`config.mk`:
```
export PLATFORM = sky130hd
export DESIGN_NAME = int_controller
export DESIGN_NICKNAME = d
export VERILOG_FILES = /design/src/rtl/cpu_int_pkg.sv /design/src/rtl/int_edge_latch.sv /design/src/rtl/int_controller.sv
export SDC_FILE = /design/constraint.sdc
export NUM_CORES = 1
export LEC_CHECK = 0
export BUFFER_PORTS_ARGS = -buffer_cell sky130_fd_sc_hd__clkbuf_2
export CAP_MARGIN = 5
export CORE_MARGIN = 2
export CORE_UTILIZATION = 35
export CTS_CLUSTER_SIZE = 8
export DETAILED_ROUTE_END_ITERATION = 10
export PLACE_DENSITY_LB_ADDON = 0.25
export SLEW_MARGIN = 0
export SYNTH_ARGS = -nofsm -noshare
export SYNTH_HDL_FRONTEND = slang
export SYNTH_SLANG_ARGS = --single-unit
export TNS_END_PERCENT = 10
```
`constraint.sdc`:
```
create_clock -name clk -period 1.6 [get_ports clk]
set_clock_uncertainty 0.1 [all_clocks]
set_input_delay 0.16 -clock clk [delete_from_list [all_inputs] [get_ports clk]]
set_output_delay 0.16 -clock clk [all_outputs]
set_load 0.01 [all_outputs]
```
`src/rtl/cpu_int_pkg.sv`:
```
// Shared types and constants for the CPU interrupt controller.
package cpu_int_pkg;

  typedef enum logic [2:0] {
    IDLE,
    REQ,
    SVC,
    NMI_REQ,
    NMI_SVC
  } int_state_t;

  localparam logic [3:0] CAUSE_NMI = 4'hF;
  localparam int         N_IRQ_MAX = 15;

endpackage

```
`src/rtl/int_edge_latch.sv`:
```
// Purpose: one-bit rising-edge detector with sticky pend flag.
// Latency: edge in cycle t -> pend visible t+1.
// Backpressure: none; a new edge wins over a same-cycle clear.
module int_edge_latch (
  input  logic clk,
  input  logic reset,
  input  logic din,
  input  logic clr,
  output logic pend
);

  logic prev_q;
  logic rise;

  assign rise = din & ~prev_q;

  always_ff @(posedge clk) begin
    if (reset) begin
      prev_q <= 1'b0;
      pend   <= 1'b0;
    end else begin
      prev_q <= din;
      pend   <= rise | (pend & ~clr);
    end
  end

endmodule

```
`src/rtl/int_controller.sv`:
```
// Purpose: capture, prioritise and present interrupts to the CPU at preFetch.
// Latency: boundary with eligible pend at edge t -> int_req from t+1.
// Backpressure: int_req held until int_ack; further requests stay pended.
module int_controller
  import cpu_int_pkg::*;
#(
  parameter int N_IRQ = 4
) (
  input  logic             clk,
  input  logic             reset,
  input  logic [N_IRQ-1:0] irq_in,
  input  logic             nmi_in,
  input  logic             intd,
  input  logic             boundary,
  input  logic             mask_we,
  input  logic [N_IRQ-1:0] mask_wdata,
  input  logic             int_ack,
  input  logic             eoi,
  output logic             int_req,
  output logic             int_ina,
  output logic [3:0]       int_cause,
  output logic             in_service,
  output logic [N_IRQ:0]   pending
);

  int_state_t       state_q, state_d;
  logic [3:0]       cause_q, cause_d;
  logic [3:0]       saved_q, saved_d;
  logic             ina_q, ina_d;
  logic             nested_q, nested_d;
  logic [N_IRQ-1:0] mask_q;

  logic [N_IRQ-1:0] irq_pend;
  logic [N_IRQ-1:0] irq_clr;
  logic             nmi_pend;
  logic             nmi_clr;
  logic [N_IRQ-1:0] eligible;
  logic             any_elig;
  logic [3:0]       win_idx;

  for (genvar g = 0; g < N_IRQ; g++) begin : g_irq
    int_edge_latch u_irq (
      .clk   (clk),
      .reset (reset),
      .din   (irq_in[g]),
      .clr   (irq_clr[g]),
      .pend  (irq_pend[g])
    );
  end

  int_edge_latch u_nmi (
    .clk   (clk),
    .reset (reset),
    .din   (nmi_in),
    .clr   (nmi_clr),
    .pend  (nmi_pend)
  );

  // Ack clears only the source that was latched when the request was raised.
  always_comb begin
    irq_clr = '0;
    for (int i = 0; i < N_IRQ; i++) begin
      irq_clr[i] = (state_q == REQ) && int_ack && (cause_q == 4'(i));
    end
  end

  assign nmi_clr = (state_q == NMI_REQ) && int_ack;

  assign eligible = irq_pend & ~mask_q & {N_IRQ{~intd}};
  assign any_elig = |eligible;

  // Lowest index wins: scan downwards so the last hit is the smallest.
  always_comb begin
    win_idx = '0;
    for (int i = N_IRQ - 1; i >= 0; i--) begin
      if (eligible[i]) begin
        win_idx = 4'(i);
      end
    end
  end

  always_ff @(posedge clk) begin
    if (reset) begin
      state_q  <= IDLE;
      cause_q  <= '0;
      saved_q  <= '0;
      ina_q    <= 1'b0;
      nested_q <= 1'b0;
      mask_q   <= '1;
    end else begin
      state_q  <= state_d;
      cause_q  <= cause_d;
      saved_q  <= saved_d;
      ina_q    <= ina_d;
      nested_q <= nested_d;
      if (mask_we) begin
        mask_q <= mask_wdata;
      end
    end
  end

  always_comb begin
    state_d  = state_q;
    cause_d  = cause_q;
    saved_d  = saved_q;
    ina_d    = ina_q;
    nested_d = nested_q;
    case (state_q)
      IDLE: begin
        if (boundary && nmi_pend) begin
          state_d  = NMI_REQ;
          cause_d  = CAUSE_NMI;
          ina_d    = 1'b0;
          nested_d = 1'b0;
        end else if (boundary && any_elig) begin
          state_d = REQ;
          cause_d = win_idx;
          ina_d   = 1'b1;
        end
      end
      REQ: begin
        if (int_ack) begin
          state_d = SVC;
        end
      end
      SVC: begin
        if (eoi) begin
          state_d = IDLE;
        end else if (boundary && nmi_pend) begin
          // Remember the interrupted maskable cause so it reappears on return.
          state_d  = NMI_REQ;
          nested_d = 1'b1;
          saved_d  = cause_q;
          cause_d  = CAUSE_NMI;
          ina_d    = 1'b0;
        end
      end
      NMI_REQ: begin
        if (int_ack) begin
          state_d = NMI_SVC;
        end
      end
      NMI_SVC: begin
        if (eoi) begin
          nested_d = 1'b0;
          if (nested_q) begin
            state_d = SVC;
            cause_d = saved_q;
            ina_d   = 1'b1;
          end else begin
            state_d = IDLE;
          end
        end
      end
      default: begin
        state_d = IDLE;
      end
    endcase
  end

  assign int_req    = (state_q == REQ) || (state_q == NMI_REQ);
  assign in_service = (state_q == SVC) || (state_q == NMI_SVC);
  assign int_ina    = ina_q;
  assign int_cause  = cause_q;
  assign pending    = {nmi_pend, irq_pend};

endmodule

```
# Word-level counts from Yosys, hierarchy flattened
# Cells that the tools add are included.
# W data, S select, Z words.
# word_totals
mem_bits_ro	0
latch_bits	0
mem_bits_rw	0
n_memories	0
out_inout_bits	12
in_bits	16
wordCells	111
register_bits	27
# op_classes
n_eq_ne	16
mux	31
shift	0
multipliers	0
order_cmp	0
div_mod_pow	0
addsub	0
bitwise	30
n_reduce_logical	18
# op_table
operator	n
$mux W4	9
$mux W3	7
$pmux W3 S5	1
$ne A2 B2 Y1 const B	7
$not A1 Y1	12
$pmux W4 S3	1
$and A1 B1 Y1	10
$reduce_and A5 Y1	2
$mux W1	9
$and A4 B4 Y4	2
$eq A4 B2 Y1 const B	2
$logic_and A1 B1 Y1	8
$eq A3 B2 Y1 const B	2
$ne A3 B3 Y1 const B	2
$pmux W1 S3	2
$reduce_and A6 Y1	1
$or A1 B1 Y1	5
$eq A4 B1 Y1 const B	1
$logic_not A4 Y1	1
$mux W2	2
$not A4 Y4	1
$reduce_or A4 Y1	1
$eq A3 B1 Y1 const B	1
$eq A3 B3 Y1 const B	1
4 further kinds	5

# Logic depth before layout (Yosys ltp)
# Gate-level depths: netlist of the first run.
# depth
ltp_word	10
depth_mapped	6
depth_no_buf	5

# Modules after synthesis
# Synthesis of the first run repeated with hierarchy kept, for this count alone.
# hier_totals
cells_unflattened	158
hier_area_um2	1327.5
# by_module_without_submodules
module	cells_per_inst	seq_area_each_um2	area_per_inst_um2	instances
int_controller	128	340.3	989.7	1
int_edge_latch	6	40.0	67.6	5

# Least setup slack after synthesis of the first run
# No wires, ideal clock.
# synth_path
kind	register to register
start	register state_q[2]
end	register cause_q[1] (netlist: int_cause[1])
arrival_time_ns	1.350
synth_period_minus_slack_ns	1.571
path_slack_ns	0.029
stages_incl_launch_ff	7
required_time_ns	1.379
setup_ns	0.121
path_buffers	1
path_cell_list	dfxtp_1 buf_4 and2b_1 nand2_1 a41o_2 nand2_2 mux2_4
# synth_via
elab_chain_cells	3
word_cells_on_any_way	11
classes_between	7 x eq/ne; 1 x mux; 3 x reduce/logical
# synth_rtl
element	line	text
start: declaration	int_controller.sv:26	int_state_t state_q, state_d;
start signal: assignment	int_controller.sv:91	state_q <= state_d;
$eq A3 B2 Y1 (tied with other cells)	int_controller.sv:108	case (state_q)
$ne A2 B2 Y1 (no source line) (tied with other cells)	n/a	
$reduce_and A6 Y1 (no source line)	n/a	
end signal: assignment	int_controller.sv:92	cause_q <= cause_d;
end: declaration	int_controller.sv:27	logic [3:0] cause_q, cause_d;
# Several ways; a longest one is shown, not always the timed one.
# A chain may end at the register's enable or synchronous reset.

# Worst setup path after layout of the first run
# layout_path
start	register state_q[2]
end	register cause_q[0] (netlist: int_cause[0])
# Same word-level chain as after synthesis.

==> results.cfg, run 1 <==
[routing]
wl_per_cell_um = 13.7
drt_wl_total_um = 3530
drtAntennaViolNets = 0
vias = 1354
first_pass_iters = 4
via_per_inst = 5.27
drcViolationCount = 0
drt-initial-drc-count = 79

[cells_and_area]
antennaDiodeCount = 0
final_area_mm2 = 0.00182
regArea_um2 = 551
drive_above_1_share_pct = 38.3
fillerInstances = 359
multiInputGateArea_um2 = 772
areaGrowthSynthToFinish_pct = 31.9
fin_nets = 226

[synthesis]
async_flop_share_pct = 0
synth_edf_count = 0
yosys_register_bits = 27
synth_compound_area_share_pct = 22.0
avgSynthCellArea_um2 = 8.39
netlist_area_mm2 = 0.00138
yosys.area_share.simple_pct = 23.4
synthDistinctLibCells = 38
ys_warn_count = 0
synth_flop_cell = dfxtp_1
synthAdderAreaFrac_pct = 0
synth.area.mux_share_pct = 6.55
synth_area_leaders = dfxtp_1 39%, o21ai_0 5.1%, a21oi_1 4.7%
synth_largest_area_cell = dfxtp_1
postSynthCellCount = 164
syn-num-nets = 180
synth_top_family_by_area = simple AND/OR/NAND/NOR gates
synth.top_cell.area_share_pct = 39.3
synth-seq-area-share_pct = 39.3
synth-xor-area-share_pct = 0.636

[global_routing]
gr-total-overflow = 0
grt_max_degree = 17
grt_use_total_pct = 18.2
antenna_found_initial = 0
first_global_vias = 1357
grt_pass1_wl_um = 6060

[die]
io_pins = 28
die_x_um = 66.7
core-area_mm2 = 0.00372
dieHeight_um = 66.7
start_util_pct = 37.0
dieArea_mm2 = 0.00445
row_count = 22

[outcome]
violations = negative hold slack
status = finished, violations left

[clocking]
clock_sinks = 27
htreeDepth = 1
tritoncts = built
path_clk_slew_ns = 0.10
cts_buffers = 3
worstSkewPairLatency_ns = 0.28
root_buffer = clkbuf_8
clockBufferDepth = 2

[worst_setup_path]
cp-start-kind = register
worstPathArrival_ns = 1.64
critPathKind = reg2reg
cp-end-kind = register
cp_max_fo = 5
r2r_slack_ns = 0.04
required_ns = 1.69

[sta]
post-route-period-util_pct = 97.4
finalWorstSetupSlack_ns = 0.0413
slew_headroom_pct = 75.5
finalSetupViolCount = 0
hold_viol = 1
setup_tns_ns = 0
tightestPinTransition_ns = 0.358
grt_setup_unrepaired = yes
period_minus_slack_ns = 1.56
slew_violations = 0
max_freq_mhz = 642
whs_ns = -0.00101

[place]
gp_congestion = 0.869
post_dp_cell_area_mm2 = 0.00168
pre_cts_slack_ns = -0.0726
hpwl_um = 2610
port-buffer-count = 27

[power_and_ir_drop]
powerDensity_mw_per_mm2 = 1200
p_leak_nw = 0.850
ir_drop_uv = 422

[job]
cap_violations = 0

[hold_path]
hp-class = in2reg
layout make-up:
cell class | count | area share, %
inverters | 7 | 1.45
well taps | 48 | 3.31
flip-flops and latches | 27 | 30.3
clock inverters | 1 | 0.414
multi-input cells | 115 | 42.5
clock buffers | 3 | 2.27
repair buffers | 56 | 19.7
metal layers:
layer	up-vias	wire length, um	GRT usage [%]
met1	636	1520	23.5
met4	0	132	11.0
met3	13	233	3.55
met5	-	0	0
li1	654	-	-
met2	51	1640	27.6
flip-flops by register name, summed over array words and instances, names as in the netlist:
name	flops
mask_q	4
u_nmi.prev_q	1
saved_q	4
g_irq.u_irq.prev_q	4
int_cause	4
u_nmi.pend	1
int_ina	1
state_q	3
g_irq.u_irq.pend	4
nested_q	1
synth_stat cells, types with 2 or more instances:
cell      number
nor2b_1        9
nand2_1        9
nor2_1        16
buf_2          3
buf_4          7
and4_1         3
o21ai_0       14
mux2i_1        6
mux2_4         2
dfxtp_1       27
nand3_1        2
nand2b_1      10
and2_1         3
a311oi_1       2
nand2_2        2
inv_1          6
a22o_1         2
clkbuf_1       5
a31o_2         2
a21oi_1       13
nor3_1         4
worst paths after layout:
kind	start	end	cells past startpoint
worst min register to register	mask_q[3]$_SDFFE_PP1P_	mask_q[3]$_SDFFE_PP1P_	2
worst max register to register	state_q[2]$_SDFFE_PP0P_	int_cause[0]$_SDFFE_PP0P_	6
worst max-delay path	state_q[2]$_SDFFE_PP0P_	int_cause[0]$_SDFFE_PP0P_	6
worst min-delay path	irq_in[3]	g_irq[3].u_irq.prev_q$_SDFF_PP0_	2
what timing repair did:
action / 4_1_cts / 5_1_grt
setup endpoints to repair: 12 / 7
gates resized for setup: 7 / 11
hold buffers: 2 / 0
endpoints found under the hold margin: 2 / 0
pin swaps: 1 / 2
setup buffers: 0 / 1
cell families after synthesis:
group | count (synthesis)
muxes | 8
xor gates and xnor gates | 1
buffers and inverters | 22
AOI/OAI and AO/OA | 45
DFF | 27
and+or+nand+nor | 61
worst max-delay path, cell delays in order, from the launching register on:
cell and delay [ns]:
dfxtp_4 0.37, buf_4 0.15, buf_4 0.15, a211oi_4 0.26, buf_4 0.17, a21oi_1 0.06, a41o_1 0.19
through the flow:
step	power, W	utilization (%)	instances
after floorplan	0.00137	-	164
after global placement	0.00170	45.2	250
after detailed placement	0.00171	45.2	250
after CTS	0.00216	47.5	256
after global routing	0.00233	48.9	257
final	0.00218	48.9	257
cell usage in the layout, fill, tap and decap left out, types with 6 or more instances in the layout:
cell,n
a21oi_1,13
buf_4,27
clkbuf_2,27
dfxtp_1,23
inv_1,6
mux2i_1,6
nand2_1,8
nand2b_1,7
nor2_1,15
nor2b_1,9
o21ai_0,12
report_power, final:
group | internal, W | total [W] | switching, W
clock network | 0.000177 | 0.000408 | 0.000231
registers | 0.000764 | 0.000877 | 0.000113
logic | 0.000452 | 0.000899 | 0.000447
total | 0.00139 | 0.00218 | 0.000790
Power figures use the tool's default switching activity.
==> inputs of run 2 (changes only) <==
--- a/config.mk
+++ b/config.mk
@@ -7,7 +7,6 @@
 export LEC_CHECK = 0
 export BUFFER_PORTS_ARGS = -buffer_cell sky130_fd_sc_hd__clkbuf_2
 export CAP_MARGIN = 5
-export CORE_MARGIN = 2
 export CORE_UTILIZATION = 35
 export CTS_CLUSTER_SIZE = 8
 export DETAILED_ROUTE_END_ITERATION = 10
==> constraint.sdc (replaced) <==
create_clock -name clk -period 1.6 [get_ports clk]
set_clock_uncertainty 0.1 [all_clocks]
set_input_delay 0.16 -clock clk [delete_from_list [all_inputs] [get_ports clk]]
set_output_delay 0.16 -clock clk [all_outputs]
set_load 0.02 [all_outputs]
==> run 2 against run 1 <==
Compared with the run above:
- the flow now finishes without violations
- maximum frequency shrank 2.0%
- first-iteration DRC count shrank 29%
- cell count grew 0.39%
- worst hold slack gained 0.0035 ns
- setup slack lost 0.032 ns
- wire length shrank 5.2%
- combinational power grew 4.6%
- die area shrank 5.9%
- sequential power shrank 2%
- utilization shrank 0.54 points
- register-to-register slack lost 0.03 ns
- critical path type unchanged
- highest routed layer is now met3
==> results.cfg, run 2 (synthesis results as in run 1) <==
[clocking]
path_clk_slew_ns = 0.10
clockBufferDepth = 2
worstSkewPairLatency_ns = 0.27
cts_buffers = 3
tritoncts = built
htreeDepth = 1
clock_sinks = 27
root_buffer = clkbuf_8

[die]
die_x_um = 64.7
core-area_mm2 = 0.00372
start_util_pct = 37.0
row_count = 22
io_pins = 28
dieArea_mm2 = 0.00419
dieHeight_um = 64.7

[cells_and_area]
areaGrowthSynthToFinish_pct = 30.5
antennaDiodeCount = 0
regArea_um2 = 548
fillerInstances = 363
drive_above_1_share_pct = 36.7
final_util_pct = 48.3
final_cell_mix = 27 x clkbuf_2, 27 x buf_4, 23 x dfxtp_1, 14 x nor2_1
fin_nets = 227
multiInputGateArea_um2 = 743

[power_and_ir_drop]
p_leak_nw = 0.824
finalPower_w = 0.00221
swShare_pct = 36.9
powerDensity_mw_per_mm2 = 1230
p_switching_w = 0.000816
clkPwrFrac_pct = 18.6
ir_drop_uv = 658
pwr-share-seq_pct = 38.9
power.internal_w = 0.00140
pwr-share-comb_pct = 42.5

[place]
gp_congestion = 0.948
pre_cts_slack_ns = -0.0881
port-buffer-count = 27
hpwl_um = 2610

[routing]
drt-initial-drc-count = 56
drtAntennaViolNets = 0
wl_per_cell_um = 13.0
first_pass_iters = 4
drcViolationCount = 0
vias = 1288
drt_wl_total_um = 3350
via_per_inst = 4.99

[worst_setup_path]
cp_cell_sequence = nand2b_1 > o2111ai_1 > a41o_2 > nand2_2 > mux2_4
required_ns = 1.67
r2r-start = mask_q[3]$_SDFFE_PP1P_
cp-start-kind = register
critPathKind = reg2reg
cp-end-kind = register
startpoint = mask_q[3]$_SDFFE_PP1P_
cp_top_family = compound AO/OA/AOI/OAI gates
cp_max_fo = 4
worstPathArrival_ns = 1.66
cp_num_buf_inv = 0
crit_slowest_cell = dfxtp_1
cpPeakStageDelay_ns = 0.34

[sta]
grt_setup_unrepaired = yes
max_freq_mhz = 629
finalSetupViolCount = 0
whs_ns = 0.00248
hold_viol = 0
post-route-period-util_pct = 99.4
period_minus_slack_ns = 1.59
finalWorstSetupSlack_ns = 0.00916
tightestPinTransition_ns = 0.388
slew_violations = 0
slew_headroom_pct = 73.5

[global_routing]
antenna_found_initial = 0
grt_max_degree = 18
first_global_vias = 1236
grt_pass1_wl_um = 5500
gr-total-overflow = 0
grt_use_total_pct = 16.9

[outcome]
status = completed

[job]
cap_violations = 0

[hold_path]
hold_start = irq_in[3]
hp-class = in2reg
-- run 2: layout make-up --
class,count,area share [%]
clock buffer,3,2.30
clock inverter,1,0.488
inverter,7,1.46
multi-input combinational,115,41.4
sequential,27,30.5
tap,48,3.34
timing repair buffer,57,20.5
-- run 2: final timing paths --
path,endpoint,slack [ns],depth (start not counted)
worst max register to register,int_ina$_SDFFE_PP0P_,0.009,5
worst min-delay path,g_irq[3].u_irq.prev_q$_SDFF_PP0_,0.002,2
worst min register to register,mask_q[1]$_SDFFE_PP1P_,0.38,2
worst max-delay path,int_ina$_SDFFE_PP0P_,0.009,5
-- run 2: repair_timing --
| item | in CTS | in global routing |
|---|---|---|
| gates resized for setup | 5 | 6 |
| endpoints found under the hold margin | 3 | 0 |
| endpoints found under the setup margin | 11 | 9 |
| buffers inserted | 0 | 0 |
| pin swaps | 1 | 0 |
| hold buffers | 3 | 0 |
-- run 2: per-stage QoR --
stage | setup TNS [ns] | area, um2 | std cells
after global placement | -0.259 | 1690 | 251
after detailed placement | -0.443 | 1690 | 251
after floorplan | -0.0550 | 1380 | 164
after global routing | -0.161 | 1800 | 258
final | 0 | 1800 | 258
after CTS | -0.000911 | 1780 | 258
-- run 2: layer usage --
metal	track usage, %	wire length (um)	vias up
met5	0	0	-
met4	4.72	0	0
met3	2.64	148	0
met2	26.8	1600	26
met1	23.3	1600	602
li1	-	-	660
-- run 2: worst register-to-register path: cells and delay by family, from the launching register on --
family / cells / cell delay (ns)
compound gates: 2 / 0.48
flops: 1 / 0.34
mux: 1 / 0.31
simple gates: 2 / 0.27
-- run 2: power by group through the flow --
stage | Sequential, W | Combinational [W] | Clock (W)
2_1_floorplan | 0.000877 | 0.000550 | 0
3_3_place_gp | 0.000866 | 0.000899 | 0
3_5_place_dp | 0.000867 | 0.000913 | 0
4_1_cts | 0.000858 | 0.000923 | 0.000427
5_1_grt | 0.000878 | 0.00102 | 0.000446
6_report | 0.000861 | 0.000940 | 0.000411
